**src/rtl/pipelined_node_link.sv**
```systemverilog
// Registered router-to-router link: flits forward, on/off and allocatable back,
// STAGES slices each way, with per-VC in-flight counters and a sticky on/off error.
package pipelined_node_link_pkg;

   localparam int VC_NUM  = 4;
   localparam int VC_ID_W = 3;

   typedef struct packed {
      logic [1:0]         kind;
      logic [VC_ID_W-1:0] vc_id;
      logic [31:0]        payload;
   } flit_t;

endpackage

module pipelined_node_link
   import pipelined_node_link_pkg::*;
#(
   parameter int  STAGES   = 2,
   parameter int  VC_COUNT = VC_NUM,
   localparam int CNT_W    = $clog2(STAGES + 1)
) (
   input  logic                      clk,
   input  logic                      rst,
   input  flit_t                     data_i,
   input  logic                      is_valid_i,
   output logic [VC_COUNT-1:0]       is_on_off_o,
   output logic [VC_COUNT-1:0]       is_allocatable_o,
   output flit_t                     data_o,
   output logic                      is_valid_o,
   input  logic [VC_COUNT-1:0]       is_on_off_i,
   input  logic [VC_COUNT-1:0]       is_allocatable_i,
   output logic [VC_COUNT*CNT_W-1:0] inflight_o,
   output logic [VC_COUNT-1:0]       proto_err_o
);

   if (STAGES < 1 || STAGES > 8) begin : g_bad_stages
      $error("pipelined_node_link: STAGES must be 1..8");
   end
   if (VC_COUNT < 1 || VC_COUNT > (1 << VC_ID_W)) begin : g_bad_vc
      $error("pipelined_node_link: VC_COUNT out of range for vc_id");
   end

   localparam logic [VC_ID_W:0] VC_LIM = (VC_ID_W + 1)'(VC_COUNT);
   localparam logic [CNT_W-1:0] CNT_MAX = CNT_W'(STAGES);

   logic [STAGES-1:0]   vld;
   flit_t               dat   [STAGES];
   logic [VC_COUNT-1:0] on_p  [STAGES];
   logic [VC_COUNT-1:0] al_p  [STAGES];
   logic [CNT_W-1:0]    cnt   [VC_COUNT];
   logic [VC_COUNT-1:0] enter;
   logic [VC_COUNT-1:0] leave;
   logic [VC_COUNT-1:0] err;

   // Forward slices: valid always shifts, data only moves behind a valid bit.
   always_ff @(posedge clk) begin
      if (rst) begin
         vld <= '0;
         for (int i = 0; i < STAGES; i++) begin
            dat[i] <= '0;
         end
      end else begin
         vld[0] <= is_valid_i;
         if (is_valid_i) begin
            dat[0] <= data_i;
         end
         for (int i = 1; i < STAGES; i++) begin
            vld[i] <= vld[i-1];
            if (vld[i-1]) begin
               dat[i] <= dat[i-1];
            end
         end
      end
   end

   always_ff @(posedge clk) begin
      if (rst) begin
         for (int i = 0; i < STAGES; i++) begin
            on_p[i] <= '0;
            al_p[i] <= '0;
         end
      end else begin
         on_p[0] <= is_on_off_i;
         al_p[0] <= is_allocatable_i;
         for (int i = 1; i < STAGES; i++) begin
            on_p[i] <= on_p[i-1];
            al_p[i] <= al_p[i-1];
         end
      end
   end

   assign is_valid_o       = vld[STAGES-1];
   assign data_o           = dat[STAGES-1];
   assign is_on_off_o      = on_p[STAGES-1];
   assign is_allocatable_o = al_p[STAGES-1];
   assign proto_err_o      = err;

   always_comb begin
      enter = '0;
      leave = '0;
      for (int v = 0; v < VC_COUNT; v++) begin
         enter[v] = is_valid_i && (data_i.vc_id == VC_ID_W'(v));
         leave[v] = is_valid_o && (data_o.vc_id == VC_ID_W'(v));
      end
   end

   // Counters saturate defensively; hitting a bound means the pipe is broken.
   always_ff @(posedge clk) begin
      if (rst) begin
         for (int v = 0; v < VC_COUNT; v++) begin
            cnt[v] <= '0;
         end
      end else begin
         for (int v = 0; v < VC_COUNT; v++) begin
            if (enter[v] && !leave[v]) begin
               assert (cnt[v] != CNT_MAX)
                  else $error("inflight counter overflow on vc %0d", v);
               if (cnt[v] != CNT_MAX) begin
                  cnt[v] <= cnt[v] + 1'b1;
               end
            end else if (leave[v] && !enter[v]) begin
               assert (cnt[v] != '0)
                  else $error("inflight counter underflow on vc %0d", v);
               if (cnt[v] != '0) begin
                  cnt[v] <= cnt[v] - 1'b1;
               end
            end
         end
      end
   end

   always_ff @(posedge clk) begin
      if (rst) begin
         err <= '0;
      end else begin
         assert (!is_valid_i || ({1'b0, data_i.vc_id} < VC_LIM))
            else $error("flit vc_id %0d out of range", data_i.vc_id);
         for (int v = 0; v < VC_COUNT; v++) begin
            if (enter[v] && !is_on_off_o[v]) begin
               err[v] <= 1'b1;
            end
         end
      end
   end

   always_comb begin
      inflight_o = '0;
      for (int v = 0; v < VC_COUNT; v++) begin
         inflight_o[v*CNT_W +: CNT_W] = cnt[v];
      end
   end

endmodule
```
**config.mk**
```make
export PLATFORM = sky130hd
export DESIGN_NAME = pipelined_node_link
export DESIGN_NICKNAME = d
export VERILOG_FILES = /design/src/rtl/pipelined_node_link.sv
export SDC_FILE = /design/constraint.sdc
export NUM_CORES = 1
export LEC_CHECK = 0
export ABC_AREA = 1
export BUFFER_PORTS_ARGS = -buffer_cell sky130_fd_sc_hd__clkbuf_2
export CAP_MARGIN = 15
export CORE_ASPECT_RATIO = 1.2
export CORE_UTILIZATION = 40
export CTS_CLUSTER_SIZE = 14
export DETAILED_ROUTE_END_ITERATION = 8
export GPL_TIMING_DRIVEN = 0
export RECOVER_POWER = 25
export SYNTH_ARGS = -nofsm -noshare
export SYNTH_HDL_FRONTEND = slang
export SYNTH_SLANG_ARGS = --single-unit
```
**constraint.sdc**
```tcl
create_clock -name clk -period 1.7 [get_ports clk]
set_clock_uncertainty 0.05 [all_clocks]
set_input_delay 0.085 -clock clk [delete_from_list [all_inputs] [get_ports clk]]
set_output_delay 0.085 -clock clk [all_outputs]
set_load 0.02 [all_outputs]
```
== Yosys cells after proc, flatten, opt, wreduce, memory -nomap -nowiden ==
Memory sizes are Yosys's and may differ from the RTL's.
Index checks and enable logic that the tools add are counted.

* Bits in registers: 6
* RAM bits: 98
* Bits of input ports: 48
* Output and inout port bits: 58
* Logic and storage cells: 138
* Memories kept: 4

* $add $sub $neg: 8
* Equal/unequal tests: 10
* Multiplexer cells: 59
* Bitwise operators: 14
* Reduce and logical (&&, ||, !) cells: 38

{| class="wikitable"
|+ Memories
! name !! words !! bits a word !! read ports !! clocked after memory_dff !! wr ports !! line !! source
|-
| dat || 2 || 37 || 2 || 0 || 2 || 48 || <nowiki>flit_t dat [STAGES];</nowiki>
|-
| al_p || 2 || 4 || 2 || 0 || 2 || 50 || <nowiki>logic [VC_COUNT-1:0] al_p [STAGES];</nowiki>
|-
| cnt || 4 || 2 || 4 || 0 || 4 || 51 || <nowiki>logic [CNT_W-1:0] cnt [VC_COUNT];</nowiki>
|-
| on_p || 2 || 4 || 2 || 0 || 2 || 49 || <nowiki>logic [VC_COUNT-1:0] on_p [STAGES];</nowiki>
|}

{| class="wikitable"
|+ Operators with widths
! cell !! count
|-
| $mux W37 || 2
|-
| $mux W1 || 45
|-
| $logic_and A1 B1 Y1 || 20
|-
| $mux W2 || 8
|-
| $mux W4 || 4
|-
| $or A1 B1 Y1 || 14
|-
| $eq A3 B2 Y1 const B || 4
|-
| $logic_not A1 Y1 || 12
|-
| $add A2 B1 Y2 const B || 4
|-
| $ne A2 B2 Y1 const B || 4
|-
| $reduce_bool A2 Y1 || 4
|-
| $sub A2 B1 Y2 const B || 4
|-
| $eq A3 B1 Y1 const B || 2
|-
| $logic_not A3 Y1 || 2
|}

== Longest topological paths before layout ==
* Depth after elaboration: 9
* Depth in mapped cells: 7
* Depth with buffers taken out: 7

== Worst setup path before layout ==
Ideal clock, no wire load.

* Kind: input to register
* Start point: input port rst
* End point: memory dat[0][0] (netlist bit), enable pin
* Library setup time: 395 ps
* Arrival time: 1252 ps
* Data required time: 1255 ps
* Path slack: 3 ps
* Stages on the path: 4
* Buffers on the path: 2
* Cell sequence: buf_6 -> inv_1 -> buf_2 -> nand2_1

{| class="wikitable"
|+ RTL lines
! item !! line !! source
|-
| start: declaration || 24 || <nowiki>input logic rst,</nowiki>
|-
| end: declaration || 48 ||
|}

==> impl_results.md <==
- Number of setup violations in the final report: 0
- Area grow syn2layout: 24.7%
- CP Cell Sequence: inv_1 -> nand2_2
- Fmax: 0.691 GHz
- Die ar.: 0.0122 mm²
- Initial Utilization: 41.9%
- Peak supply drop: 0.537 mV
- Least-Margin Pin Slew: 0.898 ns
- Period utilisation layout: 85.1%
- Buf+Inv Stages, Crit Path: 1
- Seq/Total Area, Yosys: 61.9%
- Reg clk slew, reported paths: 0.07 ns
- Post-place setup slack: -0.0778 ns
- WP data arrival: 1.37 ns
- Hold/Removal Path Class: input pin to flip-flop
- Global Route Usage Sum: 14.5%
- Total grt overflow: 0
- Crit path launch type: flip-flop
- Global-route wire length before repair: 13200 µm
- Worst setup margin: 0.254 ns
- CORE AREA: 0.0112 mm²
- Worst Setup End Kind: flip-flop
- Slew Limit Fails: 0
- Fin. Hold Viols: 0
- DRC: 0
- Syn_nets: 490
- Number of synthesized register bits: 104
- Final Util: 52.2%
- Layout Cells excl Fill: 737
- Multi-input logic area: 892 µm²
- Crit path depth: 2
- WS Path Type: flip-flop to flip-flop
- RSZ-0062 raised after global routing: no
- CP max-delay cell: nand2_2
- Largest net degree at the start of global routing: 38
- Worst Path Max Fanout: 37
- Avg Vias per Cell: 4.09
- Crit Reg-Reg Endpoint: dat[0][55]$_SDFFCE_PN0P_
- Slew Limit Headroom: 40.0%
- Max clock buf depth: 2
- Row cnt: 42
- Crit path from: vld[0]$_SDFF_PP0_
- Critical Path RT: 1.62 ns
- Placed Instances: 698
- Syn Inst Count: 440
- M3 GR Usage: 4.22%
- Delay-heaviest family, CP: simple AND/OR/NAND/NOR gates
- Post-route ant nets: 0
- R2R cell count: 2
- Switching fraction of total power: 24.8%
- Max cap viols: 0
- DP Area: 0.00540 mm²
- Status: complete, no violations
- Synth Area per Inst: 10.6 µm²
- Top Ports: 106
- Post-detail-place hpwl: 5570 µm
- FILL cells: 1061
- Min Tclk post-route: 1.45 ns
- Cell Area, Synth: 0.00469 mm²
- I/O Buffers: 104
- Nets: 628
- Met2 Use GR: 25.3%
- Diode count: 0
- Setup bufs post-CTS: 0
- H-tree levels: 3
- Fraction of layout cells with a size suffix above 1: 27.6%
- Synth Warn #: 0
- Reg power frac: 53.0%
- Post-synth cell types: 22
- Die height: 121 µm
- Static leakage: 2.70 nW
- Storage element area: 0.00290 mm²
- Routability cong.: 0.774
- Total vias in the final route: 3017
- Final WL: 8040 µm
- DR iter-0 viols: 76
- Reg2Reg Launch Point: vld[0]$_SDFF_PP0_
- Die X: 101 µm
- Clock share of power: 34.0%
- P_int: 4.24 mW
- Combinational power share: 13.0%
- P_sw: 1.40 mW
- Clk_lat worst skew: 0.35 ns
- Wire per inst: 10.9 µm
- Total clock sinks: 104
- Pwr per Cell Area: 965 mW/mm²
- Vias in the first global route: 2915
- DR pass1 iterations: 4
- Gr busiest metal: met2
- Total negative setup slack: 0 ns
- GR Layer Usage met1: 16.6%
- Post-route cell area: 0.00584 mm²
- Reg2reg setup slack: 0.25 ns
- Critical Path Max Stage Delay: 0.64 ns
- CTS tree: built
- Critical path destination: dat[0][55]$_SDFFCE_PN0P_
- Clock root buffer: clkbuf_16
- TritonCTS buffer count: 9
- Antenna violations before repair: 0
==> layout by cell type, fill, tap and decap left out, types with 2 or more instances in the layout <==
cell type      count
o21a_1             4
buf_6              7
buf_2              3
clkbuf_2          65
nand2_1           16
dfxtp_1           22
dlygate4sd3_1     23
nand3_1           12
nand4_1            2
clkbuf_1          40
o21ai_0            4
nor2_1            95
buf_12             2
nor3_1             2
clkinvlp_4         4
ha_1               2
edfxtp_1          82
buf_4             45
clkbuf_16          9
nand2_2            2
inv_1            109
a21oi_1            5
nor2_4            21
==> worst register-to-register path: stages (launching register included) <==
cell and delay, ns:
dfxtp_1 0.31, inv_1 0.05, nand2_2 0.64
==> synth_stat cells <==
master | n | area share, %
inv_1 | 109 | 8.7
nor2_1 | 93 | 7.4
edfxtp_1 | 82 | 53
buf_4 | 45 | 7.2
nor2_4 | 23 | 5.5
dfxtp_1 | 22 | 9.4
nand2_1 | 18 | 1.4
nand3_1 | 12 | 1.3
buf_6 | 7 | 1.7
a21oi_1 | 5 | 0.53
o21a_1 | 4 | 0.64
o21ai_0 | 4 | 0.43
buf_2 | 3 | 0.32
buf_12 | 2 | 0.85
ha_1 | 2 | 0.53
nand4_1 | 2 | 0.27
nor3_1 | 2 | 0.21
a21oi_2 | 1 | 0.19
mux2i_1 | 1 | 0.21
o211ai_1 | 1 | 0.16
xnor2_1 | 1 | 0.19
xor2_1 | 1 | 0.19
==> how the worst min path moves through the flow <==
| stage | start | to | slack (ns) | cells past startpoint |
|---|---|---|---|---|
| after floorplan | is_allocatable_i[0] | al_p[0][0]$_SDFF_PP0_ | 0.14 | 2 |
| after global placement | is_on_off_i[2] | on_p[0][2]$_SDFF_PP0_ | 0.23 | 3 |
| after detailed placement | is_on_off_i[2] | on_p[0][2]$_SDFF_PP0_ | 0.23 | 3 |
| after CTS | data_i[0] | dat[0][0]$_SDFFCE_PN0P_ | 0.002 | 3 |
| after global routing | data_i[23] | dat[0][23]$_SDFFCE_PN0P_ | 0.002 | 3 |
| final | data_i[0] | dat[0][0]$_SDFFCE_PN0P_ | 0.002 | 3 |
==> power groups by stage <==
stage | clock, mW | combinational, mW | sequential [mW]
final | 1.92 | 0.735 | 2.99
after global routing | 2.08 | 0.811 | 3.01
after CTS | 1.97 | 0.766 | 2.99
after detailed placement | 0 | 0.724 | 3.05
after global placement | 0 | 0.710 | 3.04
after floorplan | 0 | 0.499 | 3.05
==> stage by stage <==
stage | hold slack [ns] | total power, mW
3_3_place_gp | 0.229 | 3.75
2_1_floorplan | 0.142 | 3.55
4_1_cts | 0.00225 | 5.72
3_5_place_dp | 0.231 | 3.77
6_report | 0.00159 | 5.64
5_1_grt | 0.00189 | 5.90
==> layout make-up <==
| cell class | count | share of cell area [%] |
|---|---|---|
| flip-flops and latches | 104 | 49.7 |
| multi-input cells | 170 | 15.3 |
| repair buffers | 127 | 12.0 |
| plain buffers | 57 | 8.07 |
| inverters | 109 | 7.00 |
| clock buffers | 10 | 3.92 |
| well taps | 154 | 3.30 |
| clock inverters | 6 | 0.749 |
==> registers in the layout (all words and copies together) (netlist names) <==
signal / count
dat: 74
al_p: 8
cnt: 8
on_p: 8
proto_err_o: 4
vld: 2
==> what timing repair did <==
item,CTS,global route
hold buffers,23,0
endpoints found under the hold margin,24,0
gates resized for setup,0,0
==> kinds of logic (layout without fill, tap and decap cells) <==
| logic type | count (synthesis) | count (layout) | synth area share, % |
|---|---|---|---|
| xor gates and xnor gates | 2 | 2 | 0.374 |
| adders and majority gates | 2 | 2 | 0.534 |
| muxes | 1 | 1 | 0.214 |
| DFF | 104 | 104 | 61.9 |
| and+or+nand+nor | 150 | 150 | 16.2 |
| buffers and inverters | 166 | 309 | 18.8 |
| AOI/OAI and AO/OA | 15 | 15 | 1.95 |
==> per-layer routing <==
| metal | share of wire, % | wire length [µm] | vias up |
|---|---|---|---|
| li1 | - | - | 1559 |
| met1 | 44 | 3520 | 1373 |
| met2 | 50 | 4050 | 77 |
| met3 | 4.5 | 366 | 8 |
| met4 | 1.3 | 103 | 0 |
| met5 | 0 | 0 | - |
(Power assumes the default switching activity.)
